File: src/rtl/bht_update_sched.sv
// Resolves EX branches against the fetch prediction, raises a timed flush with redirect on mispredict,
// and queues every accepted resolution for the BHT write port, which drains it whenever bht_en allows.
module bht_update_sched #(
  parameter int QDEPTH       = 4,
  parameter int FLUSH_CYCLES = 2
) (
  input  logic        clk,
  input  logic        rst_n,
  input  logic        ex_valid,
  input  logic [31:0] ex_pc_4,
  input  logic [31:0] ex_target,
  input  logic [1:0]  ex_pred,
  input  logic [31:0] ex_pred_pc,
  input  logic        ex_taken,
  input  logic        bht_en,
  output logic        upd_en,
  output logic [31:0] upd_pc_4,
  output logic [31:0] upd_target,
  output logic [1:0]  upd_pred,
  output logic        upd_taken,
  output logic        flush,
  output logic [31:0] redirect_pc,
  output logic        q_full,
  output logic        q_overflow,
  output logic [15:0] br_cnt,
  output logic [15:0] mp_cnt
);

  localparam int AW = (QDEPTH > 1) ? $clog2(QDEPTH) : 1;
  localparam int CW = (FLUSH_CYCLES > 1) ? $clog2(FLUSH_CYCLES) : 1;
  localparam logic IDLE  = 1'b0;
  localparam logic FLUSH = 1'b1;
  localparam logic [AW:0]   QCNT  = (AW+1)'(QDEPTH);
  localparam logic [CW-1:0] FLOAD = CW'(FLUSH_CYCLES - 1);

  logic          state;
  logic [CW-1:0] fcnt;

  logic [31:0] q_pc4   [QDEPTH];
  logic [31:0] q_tgt   [QDEPTH];
  logic [1:0]  q_pred  [QDEPTH];
  logic        q_taken [QDEPTH];
  logic [AW-1:0] wr_ptr;
  logic [AW-1:0] rd_ptr;
  logic [AW:0]   count;

  logic [31:0] actual_pc;
  logic        accept;
  logic        mispredict;
  logic        empty;
  logic        full;
  logic        pop;
  logic        push;

  assign actual_pc  = ex_taken ? ex_target : ex_pc_4;
  assign accept     = ex_valid && (state == IDLE);
  assign mispredict = accept && (actual_pc != ex_pred_pc);

  assign empty = (count == '0);
  assign full  = (count == QCNT);
  assign pop   = bht_en && !empty;
  // A pop in the same cycle frees the head slot, so a full queue can still take the push.
  assign push  = accept && (!full || pop);

  assign upd_en     = pop;
  assign upd_pc_4   = q_pc4[rd_ptr];
  assign upd_target = q_tgt[rd_ptr];
  assign upd_pred   = q_pred[rd_ptr];
  assign upd_taken  = q_taken[rd_ptr];

  assign flush  = (state == FLUSH);
  assign q_full = full;

  always_ff @(posedge clk or negedge rst_n) begin
    if (!rst_n) begin
      state       <= IDLE;
      fcnt        <= '0;
      redirect_pc <= '0;
    end else begin
      case (state)
        IDLE: begin
          if (mispredict) begin
            state       <= FLUSH;
            fcnt        <= FLOAD;
            redirect_pc <= actual_pc;
          end
        end
        default: begin
          if (fcnt == '0) state <= IDLE;
          else            fcnt  <= fcnt - CW'(1);
        end
      endcase
    end
  end

  always_ff @(posedge clk) begin
    if (push) begin
      q_pc4[wr_ptr]   <= ex_pc_4;
      q_tgt[wr_ptr]   <= ex_target;
      q_pred[wr_ptr]  <= ex_pred;
      q_taken[wr_ptr] <= ex_taken;
    end
  end

  always_ff @(posedge clk or negedge rst_n) begin
    if (!rst_n) begin
      wr_ptr     <= '0;
      rd_ptr     <= '0;
      count      <= '0;
      q_overflow <= 1'b0;
    end else begin
      if (push) wr_ptr <= wr_ptr + AW'(1);
      if (pop)  rd_ptr <= rd_ptr + AW'(1);
      case ({push, pop})
        2'b10:   count <= count + (AW+1)'(1);
        2'b01:   count <= count - (AW+1)'(1);
        default: count <= count;
      endcase
      if (accept && !push) q_overflow <= 1'b1;
    end
  end

  always_ff @(posedge clk or negedge rst_n) begin
    if (!rst_n) begin
      br_cnt <= '0;
      mp_cnt <= '0;
    end else begin
      if (accept && br_cnt != 16'hFFFF)     br_cnt <= br_cnt + 16'd1;
      if (mispredict && mp_cnt != 16'hFFFF) mp_cnt <= mp_cnt + 16'd1;
    end
  end

endmodule

File: config.mk
export PLATFORM = sky130hd
export DESIGN_NAME = bht_update_sched
export DESIGN_NICKNAME = d
export VERILOG_FILES = /design/src/rtl/bht_update_sched.sv
export SDC_FILE = /design/constraint.sdc
export NUM_CORES = 1
export LEC_CHECK = 0
export CAP_MARGIN = 20
export CORE_ASPECT_RATIO = 0.8
export CORE_MARGIN = 2
export CORE_UTILIZATION = 53
export CTS_CLUSTER_DIAMETER = 40
export CTS_CLUSTER_SIZE = 24
export DETAILED_ROUTE_END_ITERATION = 16
export GPL_ROUTABILITY_DRIVEN = 0
export PLACE_DENSITY = 0.8
export SLEW_MARGIN = 20
export SYNTH_ARGS = -nofsm -noshare
export SYNTH_HDL_FRONTEND = slang
export SYNTH_SLANG_ARGS = --single-unit
File: constraint.sdc
create_clock -name clk -period 3.7 [get_ports clk]
set_input_delay 0.74 -clock clk [delete_from_list [all_inputs] [get_ports clk]]
set_output_delay 0.74 -clock clk [all_outputs]
set_load 0.01 [all_outputs]
==> impl_metrics.py <==
metrics = {
    "run_status": {
        "status": "finished clean",
    },
    "die": {
        "die-width_um": 182.1,
        "num_io_pins": 238,
        "row_count": 52,
        "die-area_um2": 26670,
        "start_util_pct": 53.55,
        "coreArea_um2": 25110,
        "die_h_um": 146.5,
    },
    "sta": {
        "slew-limit-headroom_pct": 52.02,
        "min_period_ns": 3.328,
        "fin_skew_ns": 0.01728,
        "rsz0062_at_grt": "no",
        "fmax_mhz": 300.4,
        "tns_ns": 0,
        "worstMarginPinSlew_ns": 0.7197,
        "fin_crit_sh_pct": 89.96,
        "drv_slew": 0,
        "setup_viol": 0,
        "hold_viol_final": 0,
    },
    "critical_path": {
        "critPathCaptureType": "output pin",
        "crit_chain": "buf_12 -> mux4_2 -> clkdlybuf4s50_1",
        "crit_end": "upd_target[3]",
        "crit_path_start_kind": "register",
        "r2r_slack_ns": 1.30,
        "cp_slowest_cell": "dfrtp_4",
        "critPathArrivalTime_ns": 2.59,
        "cpPeakStageDelay_ns": 0.61,
        "required_ns": 2.96,
        "reg2reg_from": "count[0]",
        "ff2ff_path_depth": 6,
        "startpoint": "rd_ptr[0]",
        "crit_type": "register to output pin",
        "r2r_end": "q_taken[0]",
        "cp_max_fo": 31,
    },
    "detailed_routing": {
        "avgViaCountPerCell": 5.607,
        "wl_um": 31110,
        "drc": 0,
        "dr.pass1.iters": 5,
        "wl_per_cell_um": 23.23,
        "via_count": 7508,
        "ant_nets": 0,
        "drt_iter0_markers": 509,
    },
    "yosys": {
        "yosysSeqAreaShare_pct": 73.61,
        "syn_area_per_cell_um2": 18.65,
        "synthTopCellsByArea": "edfxtp_1 60%, dfrtp_1 14%, mux4_2 11%",
        "yosysMostFrequentCell": "edfxtp_1",
        "ys_seq_elements": 342,
        "synth_area_um2": 13450,
        "synth_top_cells_by_count": "268 x edfxtp_1, 74 x dfrtp_1, 67 x mux4_2",
        "synth_top_area_share_pct": 59.84,
        "postSynth.asyncResetShare_pct": 21.64,
        "syn_nets": 831,
        "synth_edf_count": 268,
        "ys.flop_type": "edfxtp_1",
        "synth_warnings": 0,
        "syn_inst": 721,
        "ys_types": 38,
        "yosys.area.top_type": "edfxtp_1",
    },
    "final_layout": {
        "fillers": 1618,
        "syn_to_final_growth_pct": 31.09,
        "nets": 1095,
        "finalNonFillerCells": 1339,
        "utilization_pct": 70.19,
        "fin_area_um2": 17630,
        "drive_gt1_share_pct": 15.89,
    },
    "clocking": {
        "insertion_delay_ns": 0.52,
        "h-tree-depth": 2,
        "cts_root_buffer": "clkbuf_16",
        "clk_path_buf_depth": 3,
        "cts_tree": "built",
        "cts_buffers": 37,
        "cts_setup_buffers": 0,
        "clk_pin_slew_worst_paths_ns": 0.07,
        "cts_resized": 0,
        "cts_hold_buf": 0,
        "clock-sinks": 342,
    },
    "global_route": {
        "antenna_found_initial": 5,
        "overflow": 0,
        "grt_start_max_net_pins": 75,
        "grt_pass1_wl_um": 46740,
        "grt_pass1_vias": 7711,
        "grt_usage_pct": 23.50,
    },
    "power": {
        "p_leak_nw": 6.255,
        "power_density_nw_per_um2": 773.4,
        "vdd_drop_max_mv": 0.4236,
    },
    "placed_design": {
        "portBuffers": 237,
        "hpwl_um": 20780,
        "dp.cells": 1270,
        "place_area_um2": 16330,
    },
    "run": {
        "max_cap_viol_count": 0,
    },
    "worst_hold_path": {
        "min_path_type": "input pin to async pin",
    },
}
-- logic make-up (layout without fill, tap and decap cells) --
logic type                 Yosys count  in the layout  share of synthesized area, %
other                                0              2                             0
DFF                                342            342                         73.61
adders and majority gates            7              7                        0.7071
xor gates and xnor gates            66             66                         4.299
muxes                              103            103                         13.93
AOI/OAI and AO/OA                   41             41                         1.703
buffers and inverters               38            330                         1.461
and+or+nand+nor                    124            124                         4.289
-- cells in the final DEF (no fill, tap or decap), drive strengths merged, types with 2 or more instances in the layout --
cell type	count
a21oi	2
nand3	5
diode	2
nor2	16
nor4	12
mux2	3
edfxtp	268
inv	18
nor2b	3
xor2	20
bufinv	3
and4	2
nor3	6
buf	19
and2	7
nand2	60
mux4	67
nand4	6
xnor2	46
ha	6
mux2i	33
and3	4
o21ai	35
dfrtp	74
clkinv	12
clkdlybuf4s50	235
clkbuf	42
-- layer usage --
layer	vias up	share of wire [%]	wire, um	global-route usage [%]
li1	3344	-	-	-
met1	3833	42	12990	32.24
met2	276	47	14740	37.37
met3	49	9.0	2799	7.358
met4	6	1.7	539	5.605
met5	-	0.13	39	0
-- area by class of cell --
type	count	area (um^2)	share of cell area (%)
Clock buffer	42	997.2	5.657
Timing Repair Buffer	254	2621	14.87
Tap cell	324	405.4	2.300
Clock inverter	25	296.5	1.682
Antenna cell	2	5.005	0.02839
Inverter	9	33.78	0.1916
Sequential cell	342	9907	56.20
Multi-Input combinational cell	341	3362	19.07
-- metrics by stage --
stage          setup slack, ns  power, mW  hold slack (ns)
2_1_floorplan           0.5234      7.575           0.4444
3_3_place_gp            0.3424      9.860           0.4384
3_5_place_dp            0.2933      9.942           0.4438
4_1_cts                 0.3190      13.78           0.4243
5_1_grt                 0.2729      14.21           0.3058
6_report                0.3715      13.63           0.2698
-- registers in the layout, summed over array words and instances (netlist names) --
signal / count
q_pc4: 128
q_tgt: 128
redirect_pc: 32
br_cnt: 16
mp_cnt: 16
q_pred: 8
q_taken: 4
count: 3
rd_ptr: 2
wr_ptr: 2
fcnt: 1
flush: 1
q_overflow: 1
-- worst min-delay path by stage --
| stage | start | to | slack (ns) |
|---|---|---|---|
| after floorplan | rst_n | br_cnt[0] | 0.44 |
| after global placement | q_overflow | q_overflow | 0.44 |
| after detailed placement | q_overflow | q_overflow | 0.44 |
| after CTS | rst_n | br_cnt[8] | 0.42 |
| after global routing | rst_n | q_overflow | 0.31 |
| final | rst_n | redirect_pc[16] | 0.27 |
-- power by group --
group	internal [mW]	switching (mW)
sequential	4.96	0.479
clock	2.22	1.58
combinational	2.42	1.97
-- critical path: cells and delay by family (launching register included) --
| family | cells | cell delay [ns] |
|---|---|---|
| buf+inv | 2 | 0.85 |
| flops | 1 | 0.61 |
| mux | 1 | 0.58 |
Note: power is estimated with default switching activity, not from simulation.
==> patch (same flow settings) <==
The parameter `FLUSH_CYCLES` goes from 2 to 4.
--- a/src/rtl/bht_update_sched.sv
+++ b/src/rtl/bht_update_sched.sv
@@ -4,3 +4,3 @@
   parameter int QDEPTH       = 4,
-  parameter int FLUSH_CYCLES = 2
+  parameter int FLUSH_CYCLES = 4
 ) (
Behaviour: not the same (a bounded check fails within 4 cycles, from zero or initial values and one cycle with rst_n low).
==> patch against the unedited design <==
Via count grew 1.1%; power fell by 4.5%; wire length fell by 0.34%; sequential cell count grew 1; hold slack improved by 0.059 ns; area after synthesis increased by 0.47%; worst setup slack lost 0.11 ns; final area grew 0.16%; highest routed layer unchanged.
==> patch: results (changes against the unedited design) <==
stage,metric,value,unit,change
cts,clock tree buffer depth,3,,unchanged
detailed_routing,DRT Pass-1 Iters,4,,was 5
synth,compound-gate portion of the synthesized area,0.0182,,was 0.0170
cts,# Post-CTS Setup Buffers,0,,unchanged
cts,clk root buf,clkbuf_16,,unchanged
finish,share of layout cells above drive strength 1,0.160,,was 0.159
detailed_routing,Vias/cell,5.66,,was 5.61
cts,# H-tree levels,2,,unchanged
worst_setup_path,CP Max Fanout,22,,was 31
synth,number of enable flip-flop cells after synthesis,268,,unchanged
placement,Port-buffer cells,237,,unchanged
finish,Largest regs,"q_pc4 x128, q_tgt x128, redirect_pc x32",,unchanged
global_routing,first-pass GRT wire length,47.0,mm,was 46.7 mm
worst_setup_path,crit path DAT,2.70,ns,was 2.59 ns
run_status,run status,"finished, final reports clean",,unchanged
global_routing,largest net degree at the start of global routing,60,,was 75
sta,Layout Skew,0.0146,ns,was 0.0173 ns
synth,"Seq/Total Area, Yosys",0.735,,was 0.736
cts,CTS buffer count,37,,unchanged
cts,post_cts resized,0,,unchanged
sta,TNS Setup,0,ns,unchanged
synth,synth cell count leaders,"edfxtp_1, dfrtp_1, mux4_2, nand2_1, xnor2_1",,unchanged
placement,DP Wirelength,21.1,mm,was 20.8 mm
power,Pleak,6.26,nW,was 6.25 nW
worst_setup_path,worst stage delay on the critical path,0.74,ns,was 0.61 ns
cts,clk slew on worst S/H paths,0.07,ns,about the same
synth,async set-reset flop share out of synthesis,0.219,,was 0.216
detailed_routing,via count,7590,,was 7508
global_routing,global route overflow,0,,unchanged
worst_setup_path,"Slowest-stage cell, CP",dfrtp_4,,unchanged
power,worst vdd ir,0.390,mV,was 0.424 mV
global_routing,number of global-route vias before repair,7808,,was 7711
synth,multiplexer share of the synthesized area,0.139,,about the same
synth,Yosys warning total,0,,unchanged
global_routing,gr usage total,0.235,,about the same
synth,adder-cell share of the synthesized area,0.00796,,was 0.00707
synth,synth unique cells,36,,was 38
global_routing,initial antenna violation count,4,,was 5
synth,Syn Nets,831,,unchanged
detailed_routing,Initial DRC Count,503,,was 509
cts,latest clock arrival within the worst-skew pair,0.51,ns,
synth,synthesized instance count,720,,was 721
synth,top post-synthesis cells by area,"edfxtp_1, dfrtp_1, mux4_2",,unchanged
sta,Worst-Margin Slew,0.845,ns,was 0.720 ns
synth,XOR/XNOR Fraction of Synth Area,0.0421,,was 0.0430
detailed_routing,post-DR wirelength/cell,23.1,µm,was 23.2 µm
synth,top_reg_cell synth,edfxtp_1,,unchanged
min_path,Hold Path Class,in2async,,unchanged
finish,Nets,1102,,was 1095
finish,filler instances,1599,,was 1618
finish,Ant. Diodes,0,,was 2
[patch: cell families (layout without fill, tap and decap cells)]
logic type | count (synthesis) | count (layout)
fa+ha+maj | 8 | 8
buf+inv | 40 | 337
xor+xnor | 65 | 65
compound gates | 44 | 44
flops | 343 | 343
simple gates | 117 | 117
mux | 103 | 103
[patch: report_power, final]
group / internal [W] / switching (W) / total, W
clock network: 0.00198 / 0.00157 / 0.00355
registers: 0.00482 / 0.000490 / 0.00532
logic: 0.00234 / 0.00181 / 0.00415
[patch: layout make-up]
class,instances,share of cell area
flip-flops and latches,343,0.563
multi-input cells,337,0.192
repair buffers,261,0.153
clock buffers,39,0.0529
well taps,324,0.0230
clock inverters,26,0.0147
inverters,11,0.00234
[patch: path summary, 6_finish.rpt]
kind,to,slack [ns],startpoint,cells after the start
setup reg to reg,mp_cnt[1]$_DFFE_PN0P_,1.30,mp_cnt[0]$_DFFE_PN0P_,7
hold / removal,br_cnt[14]$_DFFE_PN0P_,0.33,rst_n,1
setup / recovery,upd_target[15],0.26,rd_ptr[0]$_DFFE_PN0P_,3
hold reg to reg,redirect_pc[9]$_DFFE_PN0P_,0.48,redirect_pc[9]$_DFFE_PN0P_,2
max in group asynchronous,br_cnt[12]$_DFFE_PN0P_,2.59,rst_n,2
min in group clk,redirect_pc[9]$_DFFE_PN0P_,0.48,redirect_pc[9]$_DFFE_PN0P_,2
[patch: per-layer routing]
metal  part of all wire  vias up  routed length (µm)  GRT usage
li1                   -     3365                   -          -
met1               0.41     3860               12600      0.326
met2               0.48      309               14900      0.370
met3              0.095       50                2930     0.0734
met4              0.018        6                 564     0.0548
met5             0.0013        -                  41          0
[patch: critical path: cells and delay by family (launching register included)]
kind / cells / cell delay (ns)
buf+inv: 2 / 0.89
flops: 1 / 0.74
mux: 1 / 0.55
[patch: per-stage QoR]
stage | power (W) | hold slack, ns | worst slack [ns] | area [µm²]
6_report | 0.0130 | 0.329 | 0.258 | 17700
5_1_grt | 0.0136 | 0.388 | 0.124 | 17700
4_1_cts | 0.0132 | 0.358 | 0.202 | 17700
3_5_place_dp | 0.00958 | 0.459 | 0.210 | 16500
3_3_place_gp | 0.00948 | 0.439 | 0.246 | 16500
2_1_floorplan | 0.00729 | 0.444 | 0.534 | 13500
